--- src/rtl/cnn_layer_sequencer.sv ---
// rtl/cnn_layer_sequencer.sv - conv -> maxpool batch sequencer with start/busy/done control
// Optional per-phase watchdog and ERR state are built in when CNN_SEQ_WATCHDOG_EN is defined.
`timescale 1ns/1ps
module cnn_layer_sequencer #(
   parameter int FRAME_W = 8,
   parameter int CYC_W   = 32,
   parameter int TIMEOUT = 1 << 22
) (
   input  logic               i_clk,
   input  logic               i_reset,
   input  logic               i_start,
   input  logic               i_abort,
   input  logic [FRAME_W-1:0] i_num_frames,
   input  logic               i_done_conv,
   input  logic               i_done_pool,
   output logic               o_conv_en,
   output logic               o_pool_en,
   output logic               o_busy,
   output logic               o_done,
   output logic [FRAME_W-1:0] o_frame_idx,
   output logic [CYC_W-1:0]   o_busy_cycles,
   output logic               o_error
);

   typedef enum logic [2:0] {
      S_IDLE = 3'd0,
      S_CONV = 3'd1,
      S_POOL = 3'd2,
      S_GAP  = 3'd3,
      S_DONE = 3'd4,
      S_ERR  = 3'd5
   } state_t;

   if (TIMEOUT < 1) begin : g_bad_timeout
      $error("cnn_layer_sequencer: TIMEOUT must be at least 1");
   end

   state_t             r_state;
   state_t             w_state_nxt;
   logic [FRAME_W-1:0] r_frames_m1;
   logic [FRAME_W-1:0] r_frame_idx;
   logic [CYC_W-1:0]   r_busy_cycles;
   logic               r_conv_en;
   logic               r_pool_en;
   logic               r_busy;
   logic               r_done;
   logic               w_conv_en_nxt;
   logic               w_pool_en_nxt;
   logic               w_busy_nxt;
   logic               w_done_nxt;
   logic               w_last_frame;
   logic               w_start_ok;
   logic               w_accept;
   logic               w_wd_hit;

   assign w_last_frame = (r_frame_idx == r_frames_m1);
   assign w_accept     = (r_state == S_IDLE) && (w_state_nxt == S_CONV);

`ifdef CNN_SEQ_WATCHDOG_EN
   localparam int WD_W = $clog2(TIMEOUT + 1);

   logic [WD_W-1:0] r_wd_cnt;
   logic            r_error;

   // Counter restarts on every state change, so each CONV and POOL phase gets a fresh budget.
   always_ff @(posedge i_clk or negedge i_reset) begin
      if (!i_reset) begin
         r_wd_cnt <= '0;
      end else if (w_state_nxt != r_state) begin
         r_wd_cnt <= '0;
      end else if ((r_state == S_CONV) || (r_state == S_POOL)) begin
         r_wd_cnt <= r_wd_cnt + WD_W'(1);
      end
   end

   always_ff @(posedge i_clk or negedge i_reset) begin
      if (!i_reset) begin
         r_error <= 1'b0;
      end else if (w_state_nxt == S_ERR) begin
         r_error <= 1'b1;
      end
   end

   assign w_wd_hit   = (r_wd_cnt == WD_W'(TIMEOUT - 1));
   assign w_start_ok = ~r_error;
   assign o_error    = r_error;
`else
   assign w_wd_hit   = 1'b0;
   assign w_start_ok = 1'b1;
   assign o_error    = 1'b0;
`endif

   always_ff @(posedge i_clk or negedge i_reset) begin
      if (!i_reset) begin
         r_state <= S_IDLE;
      end else begin
         r_state <= w_state_nxt;
      end
   end

   always_comb begin
      w_state_nxt = r_state;
      if (i_abort && (r_state != S_IDLE)) begin
         w_state_nxt = S_IDLE;
      end else begin
         case (r_state)
            S_IDLE: if (i_start && !i_abort && w_start_ok) w_state_nxt = S_CONV;
            S_CONV: begin
               if (i_done_conv)   w_state_nxt = S_POOL;
               else if (w_wd_hit) w_state_nxt = S_ERR;
            end
            S_POOL: begin
               if (i_done_pool)   w_state_nxt = S_GAP;
               else if (w_wd_hit) w_state_nxt = S_ERR;
            end
            S_GAP:  w_state_nxt = w_last_frame ? S_DONE : S_CONV;
            S_DONE: w_state_nxt = S_IDLE;
            S_ERR:  w_state_nxt = S_ERR;
            default: w_state_nxt = S_IDLE;
         endcase
      end
   end

   // Outputs are decoded from the next state and registered, so they change with the state.
   always_comb begin
      w_conv_en_nxt = (w_state_nxt == S_CONV);
      w_pool_en_nxt = (w_state_nxt == S_POOL);
      w_busy_nxt    = (w_state_nxt == S_CONV) || (w_state_nxt == S_POOL) ||
                      (w_state_nxt == S_GAP);
      w_done_nxt    = (w_state_nxt == S_DONE);
   end

   always_ff @(posedge i_clk or negedge i_reset) begin
      if (!i_reset) begin
         r_conv_en <= 1'b0;
         r_pool_en <= 1'b0;
         r_busy    <= 1'b0;
         r_done    <= 1'b0;
      end else begin
         r_conv_en <= w_conv_en_nxt;
         r_pool_en <= w_pool_en_nxt;
         r_busy    <= w_busy_nxt;
         r_done    <= w_done_nxt;
      end
   end

   always_ff @(posedge i_clk or negedge i_reset) begin
      if (!i_reset) begin
         r_frames_m1   <= '0;
         r_frame_idx   <= '0;
         r_busy_cycles <= '0;
      end else begin
         if (w_accept) begin
            r_frames_m1   <= (i_num_frames == '0) ? '0 : i_num_frames - FRAME_W'(1);
            r_frame_idx   <= '0;
            r_busy_cycles <= '0;
         end else begin
            if ((r_state == S_GAP) && (w_state_nxt == S_CONV)) begin
               r_frame_idx <= r_frame_idx + FRAME_W'(1);
            end
            if (r_busy && (r_busy_cycles != '1)) begin
               r_busy_cycles <= r_busy_cycles + CYC_W'(1);
            end
         end
      end
   end

   assign o_conv_en     = r_conv_en;
   assign o_pool_en     = r_pool_en;
   assign o_busy        = r_busy;
   assign o_done        = r_done;
   assign o_frame_idx   = r_frame_idx;
   assign o_busy_cycles = r_busy_cycles;

endmodule

--- config.mk ---
export PLATFORM = sky130hd
export DESIGN_NAME = cnn_layer_sequencer
export DESIGN_NICKNAME = d
export VERILOG_FILES = /design/src/rtl/cnn_layer_sequencer.sv
export SDC_FILE = /design/constraint.sdc
export NUM_CORES = 1
export LEC_CHECK = 0
export ABC_AREA = 1
export BUFFER_PORTS_ARGS = -buffer_cell sky130_fd_sc_hd__buf_2
export CORE_ASPECT_RATIO = 0.75
export CORE_MARGIN = 5
export CORE_UTILIZATION = 55
export CTS_CLUSTER_SIZE = 28
export DETAILED_ROUTE_END_ITERATION = 10
export PLACE_DENSITY = 0.78
export RECOVER_POWER = 100
export SLEW_MARGIN = 10
export SYNTH_ARGS = -nofsm -noshare
export SYNTH_HDL_FRONTEND = slang
export SYNTH_SLANG_ARGS = --single-unit
--- constraint.sdc ---
create_clock -name i_clk -period 3.3 [get_ports i_clk]
set_input_delay 0.165 -clock i_clk [delete_from_list [all_inputs] [get_ports i_clk]]
set_output_delay 0.165 -clock i_clk [all_outputs]
set_load 0.05 [all_outputs]
==> impl_metrics.yaml <==
placed_design:
  portBuffers: 57
  dpl.hpwl_um: 7000
  place_congestion: 0.960
  place_ws_ns: 0.979
  dp.cells: 633
sta:
  hold_violations: 0
  worst_slack_ns: 0.714
  slew_violations: 39
  setup_tns_ns: 0
  rsz0062_at_grt: "false"
  period_share_pct: 78.4
  fin_crit_ns: 2.59
  setup_viol: 0
  final.setup_skew_ns: 0.00875
  hold_slack_ns: 0.134
  worst_slew_pin_slew_ns: 1.99
  relSlewSlack_pct: -32.8
  fmax_mhz: 387
logic_synthesis:
  syn_nets: 520
  yosysUniqueCellTypes: 36
  ys_ff_latch: 55
  synth-adder-area-share_pct: 1.06
  synth_compound_area_share_pct: 7.44
  synth_top_family_by_area: "simple AND/OR/NAND/NOR gates"
  ys_warn_count: 0
  synth_enable_flop_cells: 0
  synthFlopType: "dfrtp_1"
  synth_mux_area_share_pct: 0
  netlist_instances: 503
  syn_area_per_cell_um2: 7.06
  synth-simple-area-share_pct: 38.0
  synth.cell_area_um2: 3550
  async_reset_ff_share_pct: 100
  yosysSeqAreaShare_pct: 38.8
  synth_xor_xnor_area_share_pct: 5.68
clock_network:
  root_buffer: "clkbuf_8"
  cts_buffers: 5
  h-tree-depth: 2
  clockBufferDepth: 2
  cts_resized: 0
  cts_tree: "built"
  clk_pin_slew_ns: 0.10
  cts.sinks: 55
  clk_latency_ns: 0.31
cells_and_area:
  fin_cells: 642
  final_nets: 577
  drive_gt1_share_pct: 8.38
  n_antenna_cell: 0
  area_growth_pct: 10.5
  fillers: 600
die:
  die_area_um2: 8180
  io_pins: 59
  die_height_um: 79.6
  rows: 25
  die_w_um: 103
  core_area_um2: 6290
  floorplan.initialDensity_pct: 56.5
power_and_ir_drop:
  powerDensity_nw_per_um2: 637
  p_leak_uw: 0.00181
  ir_worst_vdd_uv: 366
route:
  ant_nets: 0
  via_per_inst: 5.45
  wl_per_cell_um: 14.6
  drc: 0
  drt-initial-drc-count: 320
  wl_um: 9350
  drt_first_pass_iters: 5
  num_vias: 3501
grt:
  grt_use_met1_pct: 38.5
  gr-usage-met3_pct: 3.49
  grt_pass1_vias: 3230
  grt.overflow.total: 0
  grt_use_met2_pct: 34.4
  busiest_layer: "met1"
  grt_first_pass_wirelength_um: 15700
  grt_max_degree: 39
  track_usage_pct: 24.1
  antenna_found_initial: 0
status:
  violations: "capacitance limit, slew limit"
  status: "finished with violations"
worst_setup_path:
  max_stage_delay_ns: 0.61
  crit_chain: "inv_1 > nand3_1 > nor2_4 > clkbuf_1 > nor3_1 > a21oi_4 > nand3_2 > nand2_1 > nand2_1"
  r2r_cells: 9
  slowest_stage: "clkbuf_1"
  crit_family: "simple AND/OR/NAND/NOR gates"
  cpMostUsedCell: "nand2_1"
  crit_fanout: 18
  cp-start-kind: "register"
  cp.depth: 9
  cp-end-kind: "register"
  path_buf_inv: 2
  worstSetupPathType: "register to register"
  cp.arrival_ns: 2.80
  critPathRequiredTime_ns: 3.51
flow_run:
  maxCapViolCount: 1
hold_path:
  min_delay_path_depth: 3
  hold_path_class: "input pin to register"
[logic make-up (layout without fill, tap and decap cells)]
logic type | count (synthesis) | in the layout
XOR/XNOR | 23 | 23
adder cells (fa/ha/maj) | 3 | 3
AO/OA/AOI/OAI | 44 | 44
AND/OR/NAND/NOR | 299 | 299
buffers and inverters | 78 | 136
flip-flops | 55 | 55
other | 1 | 1
[layer usage]
| layer | part of all wire (%) | up-vias | wire length [um] |
|---|---|---|---|
| met2 | 41 | 178 | 3810 |
| met3 | 9.7 | 7 | 909 |
| met1 | 49 | 1588 | 4570 |
| li1 | - | 1728 | - |
| met5 | 0 | - | 0 |
| met4 | 0.63 | 0 | 59 |
[cell usage in the layout, fill, tap and decap left out, types with 2 or more instances in the layout]
cell / synthesis / layout
nand2_1: 152 / 153
inv_1: 56 / 56
nor2_1: 54 / 56
dfrtp_1: 55 / 55
clkbuf_1: 3 / 46
nand4_1: 35 / 35
nand3_1: 26 / 27
o21ai_0: 10 / 27
xor2_1: 16 / 16
nor3_1: 12 / 14
buf_2: 5 / 12
inv_2: 9 / 9
xnor2_1: 7 / 7
a21oi_1: 5 / 5
nor3_2: 7 / 5
clkbuf_8: 0 / 5
nand2_2: 4 / 3
o31ai_1: 3 / 3
o21ai_1: 17 / 3
ha_1: 3 / 3
buf_4: 1 / 2
[repair_timing]
item	4_1_cts	5_1_grt
setup buffers	0	0
endpoints found under the hold margin	37	0
setup endpoints to repair	0	0
hold buffers	1	0
[per-stage QoR]
stage / util (%) / instance area (um^2) / total power, uW
finish: 62.4 / 3920 / 2500
global route: 62.4 / 3920 / 2670
CTS: 63.9 / 4020 / 2550
detailed placement: 62.0 / 3900 / 2090
global placement: 62.0 / 3900 / 2070
floorplan: - / 3550 / 1840
[report_power, final]
group / total (uW) / switching, uW / internal (uW)
clock network: 453 / 226 / 226
registers: 970 / 157 / 813
logic: 1070 / 824 / 251
total: 2500 / 1210 / 1290
[synth_stat cells (all sizes together) (3+ instances only)]
| cell | n | area share (%) |
|---|---|---|
| ha | 3 | 1.1 |
| xor2 | 16 | 3.9 |
| dfrtp | 55 | 39 |
| xnor2 | 7 | 1.7 |
| inv | 65 | 6.9 |
| a21oi | 6 | 1.2 |
| buf | 9 | 1.7 |
| nand2 | 156 | 17 |
| o31ai | 3 | 0.63 |
| nand3 | 28 | 4.2 |
| o21ai | 31 | 4.8 |
| nand4 | 35 | 6.2 |
| clkbuf | 3 | 0.32 |
| nor2 | 58 | 6.6 |
| nor3 | 19 | 3.7 |
[worst min-delay path: cells and delay by family]
family	cells	cell delay (ns)
buffers and inverters	1	0.11
AO/OA/AOI/OAI	1	0.07
AND/OR/NAND/NOR	1	0.06
[registers in the layout, indices dropped and copies added (netlist names)]
signal         flops
o_busy             1
r_state            3
o_frame_idx        8
r_frames_m1        8
o_conv_en          1
o_pool_en          1
o_busy_cycles     32
o_done             1
[cell type report]
class,count,area (um^2),share of cell area (%)
clock buffer,5,68.8,1.75
clock inverter,3,43.8,1.12
inverter,66,249,6.35
multi-input combinational,370,1820,46.4
sequential,55,1380,35.1
tap,81,101,2.58
timing repair buffer,62,263,6.70
[path summary, 6_finish.rpt]
| check | start | end | slack [ns] |
|---|---|---|---|
| max in group asynchronous | i_reset | o_busy_cycles[5]$_DFFE_PN0P_ | 0.97 |
| max reg2reg | r_state[2]$_DFF_PN0_ | o_frame_idx[2]$_DFFE_PN0P_ | 0.71 |
| min in group asynchronous | i_reset | o_busy_cycles[25]$_DFFE_PN0P_ | 0.94 |
| min reg2reg | r_frames_m1[2]$_DFFE_PN0P_ | r_frames_m1[2]$_DFFE_PN0P_ | 0.52 |
| min | i_num_frames[7] | r_frames_m1[6]$_DFFE_PN0P_ | 0.13 |
| max | r_state[2]$_DFF_PN0_ | o_frame_idx[2]$_DFFE_PN0P_ | 0.71 |
Power figures use the tool's default switching activity.
